<file path="config.mk">
export PLATFORM = sky130hd
export DESIGN_NAME = serial_subtractor_4bits
export DESIGN_NICKNAME = d
export VERILOG_FILES = /design/src/rtl/serial_subtractor_4bits_pkg.sv /design/src/rtl/serial_subtractor_4bits_full_subtractor.sv /design/src/rtl/serial_subtractor_4bits.sv
export SDC_FILE = /design/constraint.sdc
export NUM_CORES = 1
export LEC_CHECK = 0
export CAP_MARGIN = 5
export CORE_UTILIZATION = 35
export CTS_CLUSTER_DIAMETER = 40
export DETAILED_ROUTE_END_ITERATION = 16
export SETUP_SLACK_MARGIN = 0.3
export SLEW_MARGIN = 10
export SYNTH_ARGS = -nofsm -noshare
export SYNTH_HDL_FRONTEND = slang
export SYNTH_SLANG_ARGS = --single-unit
</file>
<file path="constraint.sdc">
create_clock -name clk -period 2.56 [get_ports clk]
set_input_delay 0.384 -clock clk [delete_from_list [all_inputs] [get_ports clk]]
set_output_delay 0.384 -clock clk [all_outputs]
set_load 0.02 [all_outputs]
</file>
<file path="src/rtl/serial_subtractor_4bits_pkg.sv">
// Shared definitions for the bit-serial subtractor: FSM state encoding
// and the default operand width.
package serial_subtractor_4bits_pkg;

  // Default operand/result width of the serial subtractor.
  localparam int WIDTH_DEFAULT = 4;

  // Controller states. The unused code 2'd3 is treated as IDLE by the FSM.
  typedef enum logic [1:0] {
    S_IDLE  = 2'd0,
    S_SHIFT = 2'd1,
    S_DONE  = 2'd2
  } state_t;

  // Width of the bit counter for a given operand width (at least one bit).
  function automatic int cnt_width(input int width);
    return (width <= 2) ? 1 : $clog2(width);
  endfunction

endpackage

</file>
<file path="src/rtl/serial_subtractor_4bits_full_subtractor.sv">
// One-bit subtract cells: a half subtractor and a full subtractor built from
// two half subtractors plus an OR gate, mirroring the half/full adder pair.

// Half subtractor: difference and borrow of a - b.
module half_subtractor (
  input  logic a,
  input  logic b,
  output logic diff,
  output logic borrow
);

  // a - b on single bits: borrow only when a = 0 and b = 1.
  always_comb begin
    diff   = a ^ b;
    borrow = ~a & b;
  end

endmodule

// Full subtractor: bit0 = a - b - received, sent_bit = borrow out.
module full_subtractor (
  input  logic a,
  input  logic b,
  input  logic received,
  output logic sent_bit,
  output logic bit0
);

  logic d_first;
  logic borrow_first;
  logic borrow_second;

  // First stage subtracts b from a.
  half_subtractor u_hs_ab (
    .a      (a),
    .b      (b),
    .diff   (d_first),
    .borrow (borrow_first)
  );

  // Second stage subtracts the incoming borrow from the partial difference.
  half_subtractor u_hs_br (
    .a      (d_first),
    .b      (received),
    .diff   (bit0),
    .borrow (borrow_second)
  );

  // At most one stage can borrow, so OR merges them into the borrow out.
  always_comb begin
    sent_bit = borrow_first | borrow_second;
  end

endmodule

</file>
<file path="src/rtl/serial_subtractor_4bits.sv">
// Bit-serial subtractor: computes a - b - borrow_in LSB first, one bit per
// clock, through a single full subtractor and a borrow flip-flop. A
// start/busy/done handshake allows back-to-back operations.
module serial_subtractor_4bits
  import serial_subtractor_4bits_pkg::*;
#(
  parameter int WIDTH = WIDTH_DEFAULT
) (
  input  logic             clk,
  input  logic             rst_n,
  input  logic             start,
  input  logic [WIDTH-1:0] a,
  input  logic [WIDTH-1:0] b,
  input  logic             borrow_in,
  output logic             busy,
  output logic             done,
  output logic [WIDTH-1:0] diff,
  output logic             sent_borrow
);

  localparam int CNT_W = cnt_width(WIDTH);
  localparam logic [CNT_W-1:0] CNT_LAST = CNT_W'(WIDTH - 1);
  localparam logic [CNT_W-1:0] CNT_ONE  = CNT_W'(1);

  state_t           state;
  logic [WIDTH-1:0] a_sh;
  logic [WIDTH-1:0] b_sh;
  logic [WIDTH-1:0] diff_sh;
  logic             br;
  logic [CNT_W-1:0] cnt;
  logic             d_bit;
  logic             br_next;

  // The single subtract cell works on the current LSBs and the stored borrow.
  full_subtractor u_full_subtractor (
    .a        (a_sh[0]),
    .b        (b_sh[0]),
    .received (br),
    .sent_bit (br_next),
    .bit0     (d_bit)
  );

  // Result and borrow are exposed directly; they hold until the next start.
  assign diff        = diff_sh;
  assign sent_borrow = br;

  // Controller, operand shifters, result shifter, borrow flop and counter.
  always_ff @(posedge clk or negedge rst_n) begin
    if (!rst_n) begin
      state   <= S_IDLE;
      busy    <= 1'b0;
      done    <= 1'b0;
      a_sh    <= '0;
      b_sh    <= '0;
      diff_sh <= '0;
      br      <= 1'b0;
      cnt     <= '0;
    end else begin
      case (state)
        S_SHIFT: begin
          diff_sh <= {d_bit, diff_sh[WIDTH-1:1]};
          a_sh    <= a_sh >> 1;
          b_sh    <= b_sh >> 1;
          br      <= br_next;
          cnt     <= cnt + CNT_ONE;
          if (cnt == CNT_LAST) begin
            state <= S_DONE;
            busy  <= 1'b0;
            done  <= 1'b1;
          end
        end
        default: begin
          // IDLE, DONE and the unused code all accept a new request;
          // without one, DONE and the unused code fall back to IDLE.
          if (start) begin
            state   <= S_SHIFT;
            busy    <= 1'b1;
            done    <= 1'b0;
            a_sh    <= a;
            b_sh    <= b;
            br      <= borrow_in;
            diff_sh <= '0;
            cnt     <= '0;
          end else begin
            state <= S_IDLE;
            busy  <= 1'b0;
            done  <= 1'b0;
          end
        end
      endcase
    end
  end

endmodule

</file>
Word-level counts from Yosys, hierarchy flattened. Cells that the tools add are included. Widths: inputs -> output; s select.

Add/sub/neg operators: 1. Multipliers: 0. Divide/modulo/power cells: 0. Magnitude comparators: 0. Equal/unequal tests: 3. Shift operators: 0. Mux-type cells: 18. Bitwise operators: 7. Reductions and logical operators: 1.

Operators with widths (number): $mux 4 (6); $mux 1 (8); $mux 2 (4); $add 2x1->2 const B (1); $and 1x1->1 (2); $eq 2x1->1 const B (1); $eq 2x2->1 const B (1); $ne 2x2->1 const B (1); $not 1->1 (2); $reduce_bool 2->1 (1); $xor 1x1->1 (2); $or 1x1->1 (1).

Register bits: 19. Latch bits: 0. RAM bits: 0. ROM bits: 0. Input bits: 12. Output and inout port bits: 7. Word-level logic and storage cells: 38. Memories kept: 0.

Depth between registers and ports, before layout. Gate-level depths: netlist of run 1.

Depth after elaboration: 5. Mapped depth: 4. Gate-level depth less buffers: 3.

Hierarchy. A second synthesis of run 1 with hierarchy kept.

Cells, all modules: 63. Area, all modules: 850.8 µm².

Modules (own cells, without submodules): serial_subtractor_4bits (times used 1, cells an instance 56, area each 804.5 µm², sequential area each 425.4 µm²); half_subtractor (times used 2, cells an instance 3, area each 20.0 µm², sequential area each 0.0 µm²); full_subtractor (times used 1, cells an instance 1, area each 6.3 µm², sequential area each 0.0 µm²).

Worst setup path after synthesis of run 1. No wires, ideal clock.

Kind: reg2reg. From: reg br, in the netlist sent_borrow. To: reg diff_sh[3], in the netlist diff[3]. Library setup time: 0.125 ns. Arrival: 1.244 ns. Data required time: 2.435 ns. Path slack: 1.191 ns. Cell stages (with the launch flop): 4. Buffers on the path: 0. Clock period less this slack: 1.369 ns. Cells stage by stage: dfrtp_1 -> inv_1 -> fa_1 -> mux2_2.

Longest elaborated chain between the ends: 2.

Ends and longest elaborated chain: start, declared (RTL line serial_subtractor_4bits.sv:29) `logic br;`; start signal, assigned (RTL line serial_subtractor_4bits.sv:64) `br <= br_next;`; start signal, assigned (RTL line serial_subtractor_4bits.sv:81) `br <= borrow_in;`; $xor 1x1->1 (RTL line serial_subtractor_4bits_full_subtractor.sv:14) `diff = a ^ b;`; $mux 4 (RTL line serial_subtractor_4bits.sv:59) `case (state)`; end signal, assigned (RTL line serial_subtractor_4bits.sv:61) `diff_sh <= {d_bit, diff_sh[WIDTH-1:1]};`; end, declared (RTL line serial_subtractor_4bits.sv:28) `logic [WIDTH-1:0] diff_sh;`.

No other way between the ends. A chain may end at the register's enable or synchronous reset.

==> results of run 1 <==
==> layout make-up <==
type	instances	area [sq um]	area share [%]
clock buffers	4	26.3	2.40
multi-input cells	36	408	37.3
flip-flops and latches	17	425	38.9
repair buffers	19	188	17.2
inverters	3	11.3	1.03
well taps	28	35.0	3.20
==> flip-flops by register name (all words and copies together) (netlist names) <==
name,cells
b_sh,4
cnt,2
done,1
diff,4
a_sh,4
state,1
sent_borrow,1
==> cell families (layout without fill, tap and decap cells) <==
kind of cell  after synthesis  in the layout  synth area share (%)
mux                        23             23                  34.1
flops                      17             17                  47.6
simple gates               11             11                  7.83
buf+inv                     7             26                  6.85
fa+ha+maj                   2              2                  3.64
==> layer usage <==
| metal | vias to the layer above | routed length [um] | global-route usage [%] |
|---|---|---|---|
| met5 | - | 0 | 0 |
| met4 | 0 | 0 | 5.26 |
| met1 | 241 | 742 | 17.9 |
| met3 | 0 | 55 | 2.61 |
| li1 | 236 | - | - |
| met2 | 12 | 678 | 19.2 |
==> final timing paths <==
path	slack, ns	start	cells past startpoint	to
worst max register to register	1.28	sent_borrow	3	diff[3]
worst min-delay path	0.52	cnt[0]	1	cnt[0]
worst max-delay path	0.84	state[0]	1	busy
max in group asynchronous	1.51	rst_n	1	a_sh[0]
min in group asynchronous	0.55	rst_n	1	cnt[1]
worst min register to register	0.52	cnt[0]	1	cnt[0]
==> layout by cell type, fill, tap and decap left out <==
cell,Yosys,layout
mux2i_1,5,5
clkdlybuf4s50_1,0,18
nand2b_4,1,1
clkbuf_1,0,1
clkbuf_4,0,3
dfrtp_1,17,17
nor2b_1,5,5
inv_1,3,3
fa_1,1,1
and2b_1,1,1
buf_4,1,1
mux2_4,14,14
mux2_2,4,4
ha_1,1,1
nor2_1,3,3
nand2b_1,1,1
==> stage by stage <==
stage	cells	hold WS (ns)	setup slack, ns	total power [mW]	area (sq um)
2_1_floorplan	60	0.0884	1.19	0.980	895
3_3_place_gp	103	0.479	0.556	1.09	1070
3_5_place_dp	103	0.498	0.520	1.10	1070
4_1_cts	107	0.515	0.823	1.25	1090
5_1_grt	107	0.551	0.789	1.33	1090
6_report	107	0.516	0.839	1.23	1090
==> power by group through the flow <==
stage                     clock network [mW]  registers (mW)  logic [mW]
final                                  0.143           0.466       0.625
after floorplan                            0           0.510       0.471
after detailed placement                   0           0.471       0.632
after CTS                              0.152           0.467       0.632
after global placement                     0           0.468       0.622
after global routing                   0.165           0.482       0.681
==> run summary, run 1 <==
The wire length per cell after detailed routing is 13.8 um, and the sum of overflow across all layers after global routing is 0. CTS placed an instance of clkbuf_4 at the clock tree root. At the pin with the least slew margin, the transition time is 0.803 ns. The routed design could run at a clock period as short as 1.72 ns. The logs give 11.6% for the share of power burned in the clock network and 0.602 mV for the peak supply drop.

Setup repair after global routing left no endpoint under its margin. Cell type with the largest total area after synthesis: dfrtp_1. The synthesized net count is 74, and the power share of the combinational group is 50.6%.

The site row count is 17, and the detailed-router iteration count before antenna repair is 4. In the routed design, unresolved DRC markers number 0. The largest driver fanout on the critical path was 3; the global-route wire length before repair was 2.48 mm. The cell family contributing the most delay on the critical path is buffers and inverters. After clock tree synthesis, the clock-pin slew on the worst setup and hold paths is 0.10 ns. The signal on the critical path passes through clkdlybuf4s50_1. Measured along the x axis, the die boundary spans 52.6 um. The tools report the number of nets at the end of the flow as 94. After filler insertion, the fill cell instance count of the layout stands at 216.

The tools report the number of nets still failing antenna checks after routing as 0. The count of final setup violators came out at 0. Of the cells placed in the final design, the portion with a size suffix greater than 1 is 29.1%.

In the routed layout, each cell is associated on average with a via count of 4.57. The logs give 0 for the max-slew violation count and 0.00363 ns for the setup clock skew after layout. The number of buffers and inverters on the critical path was 1; the reported max-cap violation count was 0. The quantity of gates resized following cts came out at 0. Summing the sequential cell areas from Yosys gives 47.6% of the chip area. The run gives 581 MHz as the maximum clock frequency. Maximum cell stage delay along the critical path: 0.63 ns. Count of input and output buffers: 18. Count of different cell masters after synthesis: 15. TritonCTS created 3 clock buffers. STA puts the critical path data arrival time at 1.34 ns. For this configuration, the core starts out at a cell density of 38.6%. Hold repair after CTS inserted 0 buffers. Dominant cell by count in the synthesized netlist: dfrtp_1. Path type of the worst min-delay path: reg -> reg. During synthesis, Yosys emitted a total of 0 warnings. All-layer global routing usage: 12.9%.

Sorting the synthesized cells by area gives the leading types as dfrtp_1 48%, mux2_4 23%, mux2i_1 5.6%. STA classifies the critical path endpoint as an output port. Counting flops with an async set or reset pin after synthesis yields a share of 100%. Sorting the synthesized cells by how often they occur yields 17 x dfrtp_1, 14 x mux2_4, 5 x mux2i_1, 5 x nor2b_1, 4 x mux2_2. Wires add up to 1.48 mm.

The clock net in this run drives a total of 17 sinks. Among all flip-flop cells after synthesis, the most frequent one is dfrtp_1. Internal power comes to 828 uW.

The clock passes through at most 2 buffers. The post-route fraction of the period consumed by the critical path came out at 67.2%. For the instance count of the mapped netlist, the log shows 60. The final count of hold timing violations was 0. The worst pin sits at a relative slew slack of 46.3%. The tools report the net switching power as 406 uW.

The number of H-tree levels came out at 1. The worst setup path is launched from a register. The HPWL after detailed placement was 1.01 mm; the initial antenna violation count was 0. After routing, the total negative slack on setup checks comes to 0 ns. Synthesized area per cell: 14.9 sq um.

The tools report the post-synthesis cell area as 895 sq um. The sequential share of power was 37.8%; the switching fraction of total power was 32.9%. Pin placement for this block handled 19 I/O pins. The critical path is of the reg -> out type. The routed layout has 489 vias. Relative to the synthesized area, the layout overhead comes to 22.2%. The number of synthesized flops with an enable pin was 0; the routability-driven placement congestion ratio was 0.639. The slowest stage of the critical path belongs to the cell clkdlybuf4s50_1.

Post-CTS setup-driven buffer insertion count: 0. For the number of global-route vias before repair, the log shows 519. The power density of the placed cells was 1130 nW/um^2.

TritonCTS built the clock tree. For the end-of-flow core utilization, the log shows 47.2%. The core region is 2320 sq um.

The top-area cell type share of the netlist area works out to 47.6%. In this run, synthesis produced a sequential element count of 17. The DRC violation total after the first TritonRoute iteration is 6.

The run gives 0.512 nW as the leakage power. The flow ran to the end, and the final reports show no timing, DRC or antenna violations. The number of antenna diodes in the final layout is 0. Entering global routing, the biggest net connects 18 pins. For the worst-skew pair, the clock arrives at the later sink with an insertion delay of 0.28 ns.

The die covers 2760 sq um. In this run the vertical extent of the chip is 52.6 um. Data on the critical path is required at its endpoint by 2.18 ns.
Note: power is estimated with default switching activity, not from simulation.
==> inputs of run 2 (changes only) <==
clock period = 1.5 ns   (was 2.56 ns; I/O delays follow)
==> run summary, run 2 (synthesized netlist as in run 1, its figures left out) <==
After detailed placement, the total cell area comes to 1100 sq um. The run gives 0 as the initial antenna violation count. Data on the critical path arrives at its endpoint at 1.46 ns. Input and output buffers added on the ports amount to 18. The die width came out at 52.6 um. The tools report the critical path endpoint category as a register. The logs give 19 for the number of top-level pins and 785 MHz for the maximum clock frequency. For this run, global-route usage on met1 was measured as 18.4%.

At the end of routability-driven placement, the weighted congestion stood at 0.639. Setup violations remaining at the end of the flow were counted as 0. In the layout the commonest cells are 15 x dfrtp_1, 14 x mux2_4, 10 x clkdlybuf4s50_1. Buffers inserted during clock tree synthesis total 3. In this run the tightest slew margin relative to its limit is 83.2%. Clock latency on the worst-skew pair, taken at its later pin, is 0.28 ns. The tools report the max-slew violation count as 0. The initial utilization of the core area, before any placement, comes to 38.6%. For this design the static power due to leakage is 0.542 nW. Setup repair after global routing could not meet its margin everywhere. The synthesis-to-finish area growth came out at 23.5%. The worst path needs 1.27 ns of the cycle, external delays included.

Clock tree synthesis found a total of 17 sinks. After clock tree synthesis, the clock-pin slew on the worst setup and hold paths is 0.10 ns. The library cell used most frequently in the layout, excluding fill and tap cells, is dfrtp_1.

In the final design database the tool counted 99 nets. The vertical die dimension was 52.6 um; the ratio of cells with drive above 1 in the final layout was 44.0%. The tightest min-delay check is of the in -> async type.

The cell at the root of the clock tree was clkbuf_4. The flow ran to the end, and the final reports show no timing, DRC or antenna violations. Power spread over the standard cell area amounts to 1860 nW/um^2. The wire-length estimate of the detail-placed layout is 1.01 mm. The logs give 47.7% for the end-of-flow core utilization and 2.06 mW for the power after layout. For the hold buffer count at CTS, the log shows 0.

In the final timing run, aggregate negative setup slack is 0 ns. Entering global routing, the biggest net connects 18 pins. The reported max-cap violation count was 0. In the finished design, the share of the clock period the worst path needs comes to 85.0%. In this run the standard cell core region covers 2320 sq um. For the pin with the worst max-slew slack, the measured transition is 0.251 ns. The detail route stage leaves a number of antenna-violating nets equal to 0. The logs give 0 for the total inserted antenna cells and 17 for the site row count. The detail-routed via count per cell is 4.45. The final count of hold timing violations is 0.

The critical path in this run is classified as reg -> reg. After global routing the overflow that remains totals 0. For the worst setup path, the data required time is 1.68 ns. The tools report the number of H-tree levels as 1. DRC violation total after the first TritonRoute iteration: 1. Dividing the detail-routed wire length by the instance count gives 12.9 um. The number of global-route vias before repair was 530; the final wirelength was 1.44 mm.

The full die area was 2760 sq um; the DRC violation count after routing was 0. TritonCTS built the clock tree. In the global route stage, met2 resource usage came out at 18.6%. The all-layer global routing usage was 13.0%. The area of all placed cells without fillers is 1100 sq um, and the maximum clock insertion buffer count is 2. After global routing, the most crowded layer is met2. The setup clock skew after layout was 0.00630 ns.

On the final layout, the worst hold slack is 0.259 ns. The worst-case IR drop observed on VDD is 1.24 mV. STA classifies the critical path startpoint as a register. Global routing consumed, on the met3 layer, 3.19% of the routing resources.

The logs give 2 for the detailed-router iteration count before antenna repair and 2.51 mm for the global-route wire length before repair. The via total after detailed routing is 498, and the largest driver fanout on the critical path is 3.
-- run 2: cell types whose count changed in the layout (fill, tap and decap cells not counted) --
cell / before / now
clkdlybuf4s50_1: 18 / 10
buf_2: 0 / 5
buf_4: 1 / 5
dfrtp_1: 17 / 15
dfrtp_2: 0 / 2
dlygate4sd2_1: 0 / 2
buf_6: 0 / 1
clkbuf_2: 0 / 1
inv_1: 3 / 2
inv_2: 0 / 1
-- run 2: layout make-up --
class	count	area (sq um)
Timing Repair Buffer	24	196
Sequential cell	17	428
Tap cell	28	35.0
Inverter	3	11.3
Fill cell	228	1210
Multi-Input combinational cell	36	408
Clock buffer	4	26.3
-- run 2: where the power goes --
group	internal (mW)	total (mW)	leakage [nW]	switching, mW
clock	0.103	0.241	0.0150	0.138
sequential	0.665	0.791	0.212	0.126
combinational	0.601	1.02	0.315	0.423
total	1.37	2.06	0.542	0.687
-- run 2: per-layer routing --
| metal | share of wire, % | vias to the layer above |
|---|---|---|
| met5 | 0 | - |
| met4 | 0 | 0 |
| met3 | 6.1 | 0 |
| met2 | 44 | 13 |
| met1 | 50 | 238 |
| li1 | - | 247 |
-- run 2: timing repair --
action	4_1_cts	5_1_grt
buffers inserted	0	1
pin swaps	1	0
endpoints found under the setup margin	14	7
gates resized for setup	21	5
-- run 2: worst paths after layout --
path / to / depth (start not counted) / slack (ns) / startpoint
max: diff[3] / 3 / 0.23 / sent_borrow
min: diff[0] / 2 / 0.26 / rst_n
max reg2reg: diff[3] / 3 / 0.23 / sent_borrow
min reg2reg: cnt[0] / 1 / 0.51 / cnt[0]
max in group asynchronous: done / 2 / 1.04 / rst_n
min in group clk: cnt[0] / 1 / 0.51 / cnt[0]
-- run 2: critical path, stage by stage (launching register included) --
cell and delay (ns):
dfrtp_2 0.42, inv_2 0.06, fa_1 0.42, mux2_2 0.27
-- run 2: stage by stage --
stage	instances	setup WS, ns
2_1_floorplan	60	0.207
3_3_place_gp	107	-0.0441
6_report	112	0.225
4_1_cts	111	0.217
5_1_grt	112	0.172
3_5_place_dp	107	-0.0710
==> inputs of run 3 (changes only) <==
clock period = 1.31 ns   (was 1.5 ns; I/O delays follow)
==> run summary, run 3 (synthesized netlist as in run 1, its figures left out) <==
Static timing analysis puts the maximum clock frequency at 796 MHz. The flow ran to the end, and the final reports show no timing, DRC or antenna violations. After detailed routing, the number of vias per cell comes to 4.58.

For the via total after detailed routing, the log shows 536. The cell sitting at the root of the clock tree is a clkbuf_4. STA puts the critical path data arrival time at 1.44 ns. Among all stages on the critical path, the largest delay is contributed by fa_1.

The met3 track demand over resource is 2.61%, and the final worst slack is 0.0532 ns. The maximum cell stage delay along the critical path works out to 0.47 ns. In the layout the commonest cells are 17 x mux2_4, 14 x dfrtp_1, 11 x buf_6. The tools report the beginning of the critical path as sent_borrow. Detailed placement finished with a half-perimeter wire length of 982 um.

The largest driver fanout on the critical path was 2. After filler insertion, the fill cell instance count of the layout stands at 199. Full die area: 2760 sq um. The initial utilization of the core area, before any placement, comes to 38.6%. Across the whole layout, storage elements account for 429 sq um. The setup clock skew after layout was 0.00226 ns; the die width was 52.6 um. The met2 track demand over resource was 22.8%; the maximum clock insertion buffer count was 2.

For the clock insertion delay at the later pin of the skew report, the log shows 0.28 ns. The final wirelength is 1.51 mm. In this run the most used layer during global routing was met2.

For the worst flop-to-flop path, the logic depth is 3. The DRC violation total after the first TritonRoute iteration was 5; the ratio of cells with drive above 1 in the final layout was 51.7%. The tightest min-delay check is of the in -> async type.

For the total inserted antenna cells, the log shows 0. Worst hold-check slack: 0.222 ns. The number of hold buffers added after CTS was 0. After detailed routing, the average wire length per cell comes to 12.9 um. The clock transition at the registers of the reported paths works out to 0.10 ns.

In this run the count of I/O pins placed on the die edge is 19. After detailed routing, the number of remaining DRC violations is 0. The pin slew with the least headroom to its limit is 0.223 ns. The detailed-router iteration count before antenna repair was 2; the reported max-cap violation count was 0.

From synthesis to final layout, the design area changed by 35.8%. OpenSTA, run right after detailed placement, puts the worst setup slack at -0.205 ns. The number of nets at the end of the flow came out at 104.

The logs give 2.69 mm for the global-route wire length before repair and 434 sq um for the footprint of the multi-input gates. In the global route stage, met1 resource usage came out at 17.6%. TritonCTS built the clock tree. Across every metal layer, demand over resource in global routing totals 13.8%. The initialized floorplan defines 17 standard-cell rows. Summed over all cells, the static leakage comes to 0.595 nW. Setup repair after global routing could not meet its margin everywhere. The run gives 3 as the number of clock buffers inserted by TritonCTS.

The category of the most critical setup path was reg -> reg. The number of global-route vias before repair is 605. For the worst setup path, the data required time is 1.49 ns. The tools report the sink count of the clock tree as 17. The tools report the startpoint type of the worst setup path as a register. After layout, the worst path uses 95.9% of the clock period.

In this run the power density over the cells is 2260 nW/um^2. The worst pin sits at a relative slew slack of 85.2%. The pin count of the biggest net entering global routing was 18. Leaving out fill and tap cells, the most frequent cell in the layout is mux2_4. The number of nets still failing antenna checks after routing is 0, and the vertical die dimension is 52.6 um. The initial antenna violation count is 0. For the max-slew violation count, the log shows 0. The count of input and output buffers is 18.

The core region is 2320 sq um. For the routability-driven placement congestion ratio, the log shows 0.649. Final count of hold timing violations: 0.

The critical path goes through inv_2, fa_1, mux2_2. Reg-to-reg startpoint: sent_borrow. After layout, the minimum clock period comes to 1.26 ns. The tools report the count of final setup violators as 0. STA classifies the critical path endpoint as a register. The number of H-tree levels was 1; the peak supply drop was 1.41 mV. The tools report the sum of overflow across all layers after global routing as 0.
run 3: through the flow:
step / power (mW) / utilization [%] / TNS [ns] / instances / area (sq um)
after global routing: 2.96 / 52.4 / 0 / 117 / 1210
after CTS: 2.66 / 51.1 / 0 / 115 / 1180
after floorplan: 1.94 / - / 0 / 60 / 902
after global placement: 2.16 / 47.3 / -1.89 / 106 / 1100
after detailed placement: 2.17 / 47.3 / -1.90 / 106 / 1100
final: 2.74 / 52.4 / 0 / 117 / 1210
run 3: repair_timing:
action                     4_1_cts  5_1_grt
pin swaps                        0        0
setup endpoints to repair       22       21
setup buffers                    4        2
gates cloned                     1        0
gates resized for setup         42        9
run 3: final cells by class:
type | instances | share of cell area (%)
Multi-Input combinational cell | 37 | 35.7
Sequential cell | 17 | 35.3
Timing Repair Buffer | 28 | 22.9
Tap cell | 28 | 2.88
Clock buffer | 3 | 1.85
Inverter | 3 | 0.927
Clock inverter | 1 | 0.412
run 3: worst max-delay path: cells and delay by family, from the launching register on:
| kind | cells | cell delay [ns] |
|---|---|---|
| adders and majority gates | 1 | 0.47 |
| buffers and inverters | 1 | 0.04 |
| DFF | 1 | 0.38 |
| muxes | 1 | 0.27 |
run 3: power breakdown:
part / switching (mW) / internal [mW]
Combinational: 0.558 / 0.982
Sequential: 0.160 / 0.765
Clock: 0.163 / 0.113
run 3: path summary, 6_finish.rpt:
| kind | endpoint | slack [ns] |
|---|---|---|
| setup reg to reg | diff[3] | 0.05 |
| max in group asynchronous | sent_borrow | 0.88 |
| min in group clk | cnt[0] | 0.50 |
| hold / removal | cnt[1] | 0.22 |
| setup / recovery | diff[3] | 0.05 |
| hold reg to reg | cnt[0] | 0.50 |
run 3: layer usage:
layer  vias up  part of all wire (%)
li1        264                     -
met3         2                   3.2
met1       262                    45
met4         0                  0.53
met5         -                     0
met2         8                    51
